File: src/rtl/button_debouncer.sv
// button_debouncer
//   Debounces an already-synchronized push-button level. A level change is
//   accepted only after DEBOUNCE_CYCLES consecutive samples of the new level.
//   Each accepted change raises a single-cycle Press_o or Release_o pulse.
//
//   Optional feature: define BUTTON_DEBOUNCER_LONG_PRESS_EN to enable the
//   long-press detector. When it is enabled, LongPress_o pulses once when the
//   button has been held for LONG_CYCLES cycles, counted from the Press_o
//   cycle. When the macro is undefined, LongPress_o is tied to 0 and no
//   long-press counter is built.
//
// Parameters
//   DEBOUNCE_CYCLES  stable samples needed to accept a change (2..2^24)
//   LONG_CYCLES      hold time for the long-press pulse      (2..2^32)
//
// Ports
//   Clock        in   system clock; all logic runs on its rising edge
//   Reset        in   asynchronous reset, active low
//   Sync_i       in   synchronized button level (1 = pressed)
//   State_o      out  debounced button level
//   Press_o      out  one-cycle pulse on an accepted 0->1 change
//   Release_o    out  one-cycle pulse on an accepted 1->0 change
//   LongPress_o  out  one-cycle pulse when a press reaches LONG_CYCLES
//
// States
//   state        | meaning
//   RELEASED     | debounced level is 0 and the input agrees with it
//   WAIT_PRESS   | debounced level is 0; counting consecutive 1 samples
//   PRESSED      | debounced level is 1 and the input agrees with it
//   WAIT_RELEASE | debounced level is 1; counting consecutive 0 samples

module button_debouncer #(
  parameter int unsigned     DEBOUNCE_CYCLES = 50000,
  parameter longint unsigned LONG_CYCLES     = 64'd50000000
) (
  input  logic Clock,
  input  logic Reset,
  input  logic Sync_i,
  output logic State_o,
  output logic Press_o,
  output logic Release_o,
  output logic LongPress_o
);

  localparam int CW = $clog2(DEBOUNCE_CYCLES);
  localparam logic [CW-1:0] DB_LAST = CW'(DEBOUNCE_CYCLES - 1);

  // Out-of-range parameters are rejected when the design is elaborated.
  if (DEBOUNCE_CYCLES < 2 || DEBOUNCE_CYCLES > 2**24) begin : g_bad_debounce
    $error("button_debouncer: DEBOUNCE_CYCLES out of range");
  end
  if (LONG_CYCLES < 2 || LONG_CYCLES > 64'h1_0000_0000) begin : g_bad_long
    $error("button_debouncer: LONG_CYCLES out of range");
  end

  typedef enum logic [1:0] {
    RELEASED     = 2'd0,
    WAIT_PRESS   = 2'd1,
    PRESSED      = 2'd2,
    WAIT_RELEASE = 2'd3
  } state_e;

  state_e        state_q,   state_d;
  logic [CW-1:0] cnt_q,     cnt_d;
  logic          level_q,   level_d;
  logic          press_q,   press_d;
  logic          release_q, release_d;

  // The first sample of a new level already counts as 1, so the change is
  // taken on the DEBOUNCE_CYCLES-th consecutive sample. The counter stops at
  // DB_LAST and therefore fits in clog2(DEBOUNCE_CYCLES) bits with no wrap.
  always_comb begin
    state_d   = state_q;
    cnt_d     = cnt_q;
    level_d   = level_q;
    press_d   = 1'b0;
    release_d = 1'b0;
    case (state_q)
      RELEASED: begin
        if (Sync_i) begin
          state_d = WAIT_PRESS;
          cnt_d   = CW'(1);
        end
      end
      WAIT_PRESS: begin
        if (!Sync_i) begin
          state_d = RELEASED;
          cnt_d   = '0;
        end else if (cnt_q == DB_LAST) begin
          state_d = PRESSED;
          cnt_d   = '0;
          level_d = 1'b1;
          press_d = 1'b1;
        end else begin
          cnt_d = cnt_q + CW'(1);
        end
      end
      PRESSED: begin
        if (!Sync_i) begin
          state_d = WAIT_RELEASE;
          cnt_d   = CW'(1);
        end
      end
      WAIT_RELEASE: begin
        if (Sync_i) begin
          state_d = PRESSED;
          cnt_d   = '0;
        end else if (cnt_q == DB_LAST) begin
          state_d   = RELEASED;
          cnt_d     = '0;
          level_d   = 1'b0;
          release_d = 1'b1;
        end else begin
          cnt_d = cnt_q + CW'(1);
        end
      end
      default: begin
        state_d = RELEASED;
        cnt_d   = '0;
        level_d = 1'b0;
      end
    endcase
  end

  always_ff @(posedge Clock or negedge Reset) begin
    if (!Reset) begin
      state_q   <= RELEASED;
      cnt_q     <= '0;
      level_q   <= 1'b0;
      press_q   <= 1'b0;
      release_q <= 1'b0;
    end else begin
      state_q   <= state_d;
      cnt_q     <= cnt_d;
      level_q   <= level_d;
      press_q   <= press_d;
      release_q <= release_d;
    end
  end

  assign State_o   = level_q;
  assign Press_o   = press_q;
  assign Release_o = release_q;

`ifdef BUTTON_DEBOUNCER_LONG_PRESS_EN
  localparam int LW = $clog2(LONG_CYCLES);
  localparam logic [LW-1:0] LONG_LAST = LW'(LONG_CYCLES - 1);

  logic [LW-1:0] long_cnt_q,  long_cnt_d;
  logic          long_done_q, long_done_d;
  logic          long_q,      long_d;

  // The count follows the debounced level, not the FSM state. A bounce in
  // WAIT_RELEASE that falls back to PRESSED therefore does not restart it.
  // The counter stops at LONG_LAST, and a done flag blocks any repeat pulse
  // until the level drops to 0.
  always_comb begin
    long_cnt_d  = long_cnt_q;
    long_done_d = long_done_q;
    long_d      = 1'b0;
    if (!level_q) begin
      long_cnt_d  = '0;
      long_done_d = 1'b0;
    end else if (!long_done_q) begin
      if (long_cnt_q == LONG_LAST) begin
        long_d      = 1'b1;
        long_done_d = 1'b1;
      end else begin
        long_cnt_d = long_cnt_q + LW'(1);
      end
    end
  end

  always_ff @(posedge Clock or negedge Reset) begin
    if (!Reset) begin
      long_cnt_q  <= '0;
      long_done_q <= 1'b0;
      long_q      <= 1'b0;
    end else begin
      long_cnt_q  <= long_cnt_d;
      long_done_q <= long_done_d;
      long_q      <= long_d;
    end
  end

  assign LongPress_o = long_q;
`else
  assign LongPress_o = 1'b0;
`endif

endmodule
File: config.mk
export PLATFORM = sky130hd
export DESIGN_NAME = button_debouncer
export DESIGN_NICKNAME = d
export VERILOG_FILES = /design/src/rtl/button_debouncer.sv
export SDC_FILE = /design/constraint.sdc
export NUM_CORES = 1
export LEC_CHECK = 0
export ABC_AREA = 1
export BUFFER_PORTS_ARGS = -buffer_cell sky130_fd_sc_hd__buf_2
export CORE_MARGIN = 5
export CORE_UTILIZATION = 42
export DETAILED_ROUTE_END_ITERATION = 10
export GPL_ROUTABILITY_DRIVEN = 0
export SKIP_CTS_REPAIR_TIMING = 1
export SLEW_MARGIN = 25
export SYNTH_ARGS = -nofsm -noshare
export SYNTH_HDL_FRONTEND = slang
export SYNTH_SLANG_ARGS = --single-unit
File: constraint.sdc
create_clock -name Clock -period 2.85 [get_ports Clock]
set_input_delay 0.285 -clock Clock [delete_from_list [all_inputs] [get_ports Clock]]
set_output_delay 0.285 -clock Clock [all_outputs]
set_load 0.005 [all_outputs]
==> summary.txt <==
Status
  • Status: complete, no violations

Floorplan
  • Row Count: 19
  • Boundary Pins: 7
  • Initial core utilization: 44.3%
  • CORE AREA: 0.00281 mm^2
  • DIE AREA: 0.00415 mm^2
  • Die Ht: 64.4 um
  • Die W: 64.4 um

Setup path
  • Crit path cell chain: ha_1, nand3_2, nor2_2, nand2_2, a21oi_4, nor2_1
  • CP Class: reg -> reg
  • Slowest cell on the critical path: dfrtp_1
  • Critical path fanouts, max: 8
  • Arrival time of the worst setup path: 1.69 ns
  • Reg2reg start: cnt_q[1]$_DFFE_PN0P_
  • Top Family by Delay on Critical Path: simple AND/OR/NAND/NOR gates
  • Critical path origin: cnt_q[1]$_DFFE_PN0P_
  • Critical Path Start Type: register
  • Worst Path Required: 3.05 ns
  • WP buf/inv: 0
  • Slowest stage delay, CP: 0.40 ns
  • Crit. End Element: register
  • Crit path capture: cnt_q[10]$_DFFE_PN0P_
  • R2R depth: 6
  • Reg2Reg Setup Slack: 1.36 ns
  • Stages on the worst setup path: 6
  • Reg2reg end: cnt_q[10]$_DFFE_PN0P_

Routing
  • Final antenna-violating net count: 0
  • Drt pass-1 iters: 4
  • DR DRC count: 0
  • Via count: 1042
  • DRT iter0 DRCs: 58
  • Via density: 5.16
  • WL per Instance: 12.7 um
  • Routed wire length: 2560 um

Cells and area
  • ANT cells: 0
  • Area of the multi-input gates: 609 um^2
  • Final #Nets: 176
  • Fillcell total: 273
  • Layout cells sized above 1: 15.2%
  • Layout area overhead: 6.04%
  • Reg area: 526 um^2

Power
  • Worst vdd ir: 335 uV
  • Pwr/cell area: 490 mW/mm^2
  • Leak Pwr: 0.000646 uW

Timing
  • Setup TNS: 0 ns
  • Max-slew violations: 0
  • Peak Freq: 672 MHz
  • Final cycle utilization of the critical path: 52.2%
  • Final Hold Fails: 0
  • Min Tclk post-route: 1.49 ns
  • RSZ-0062 raised after global routing: no
  • Worst Skew: 0.00471 ns
  • Final Setup Violations: 0
  • Worst hold slack: 0.258 ns

Flow run
  • Max capacitance violation total: 0

Clock network
  • TritonCTS clock tree: yes
  • Clock latency on the worst-skew pair: 0.31 ns
  • Clock buffer depth: 2
  • Reg clk slew, reported paths: 0.12 ns
  • Total CTS buffers: 3
  • Clock root buffer: clkbuf_4
  • H-tree levels: 1
  • # clock sinks: 21

Synth
  • Synthesized area per cell: 7.58 um^2
  • Sequential share of the synthesized area: 42.3%
  • Synthesized cell area: 0.00124 mm^2
  • Syn nets: 168
  • Most frequent cell after synthesis: nand2_1
  • Synthesized flop and latch total: 21
  • Netlist cell types: 26
  • Share of Yosys cell area claimed by the top area cell type: 42.3%
  • Main synth FF type: dfrtp_1
  • Largest cells by area after synthesis: dfrtp_1 (42%), nand2_1 (12%), nor2_1 (7.5%)
  • Number of synthesized flops with an enable pin: 0
  • Fraction of registers with async set/reset: 100%
  • Synthesized instance count: 164
  • Commonest cells post-synth: nand2_1 (39), nor2_1 (25), dfrtp_1 (21)
  • Synth Warn #: 0
  • Synth area leader: dfrtp_1

GRT
  • Largest net degree at the start of global routing: 22
  • GRT Util Overall: 14.0%
  • Antenna violations before repair: 0
  • Vias in the first global route: 1004
  • Grt ovf: 0
  • First-pass GRT wire length: 4610 um

Placement
  • Port bufs: 5
  • DPL Wire Length: 1960 um

Min path
  • Class of the worst hold path: in -> reg
-- worst min path at each step --
stage                 from              endpoint  slack, ns  cells past startpoint
floorplan            Reset     Press_o$_DFF_PN0_      -0.01                      0
global placement     Reset  cnt_q[9]$_DFFE_PN0P_       0.27                      1
CTS                  Reset  cnt_q[3]$_DFFE_PN0P_      -0.07                      1
finish              Sync_i              register       0.26                      3
global route        Sync_i              register       0.27                      3
detailed placement   Reset  cnt_q[9]$_DFFE_PN0P_       0.28                      1
-- placed cells by master (no fill, tap or decap) --
master	instances
nor3_1	1
o21ai_1	3
nand4_1	7
xor2_1	4
conb_1	1
inv_2	2
a21oi_2	1
xnor2_1	1
nand3_1	12
nand3_4	1
nor2_4	1
nand2_2	5
ha_1	1
clkbuf_4	3
o21ai_0	4
dlygate4sd3_1	1
buf_2	5
clkinv_2	1
nor2_1	25
a21oi_1	1
a21oi_4	1
nand2_1	39
nor2_2	4
inv_1	20
dfrtp_1	21
nand3_2	2
nand3b_1	1
o21bai_1	3
-- layer usage --
layer / vias to the layer above / wire (um) / part of all wire (%) / track usage (%)
li1: 529 / - / - / -
met1: 474 / 1210 / 47 / 17.3
met3: 8 / 125 / 4.9 / 4.32
met2: 31 / 1160 / 45 / 23.1
met5: - / 0 / 0 / 0
met4: 0 / 70 / 2.7 / 4.75
-- worst register-to-register path: cells and delay by family, from the launching register on --
kind	cells	cell delay, ns
and+or+nand+nor	4	0.51
AOI/OAI and AO/OA	1	0.27
DFF	1	0.40
adders and majority gates	1	0.19
-- power by group --
part,switching (uW),internal (uW)
logic,102,47.8
registers,24.9,323
clock network,96.1,52.5
total,223,423
-- state kept, by name (all words and copies together), names as in the netlist, named ones only --
register,count
Press_o,1
Release_o,1
State_o,1
cnt_q,16
state_q,1
-- layout make-up --
cell class                 instances  share of cell area, %
tap                               31                   2.94
multi-input combinational        118                   46.2
timing repair buffer               6                   2.66
clock inverter                     1                  0.380
inverter                          22                   6.26
clock buffer                       3                   1.71
sequential                        21                   39.8
-- metrics by stage --
step | total power, uW | cell area [um^2] | utilization [%] | std cells | setup slack [ns]
after floorplan | 464 | 1240 | - | 164 | 1.58
after global placement | 504 | 1280 | 45.7 | 197 | 1.46
after detailed placement | 507 | 1280 | 45.7 | 197 | 1.37
after CTS | 656 | 1310 | 46.7 | 201 | 1.34
after global routing | 701 | 1320 | 47.0 | 202 | 1.18
final | 647 | 1320 | 47.0 | 202 | 1.36
-- logic make-up after synthesis --
group           synth area share, %
buf+inv                        8.75
compound gates                 7.04
other cells                   0.302
simple gates                   37.1
fa+ha+maj                      1.01
flops                          42.3
xor+xnor                       3.52
No activity file was read; power rests on OpenSTA's default activity.
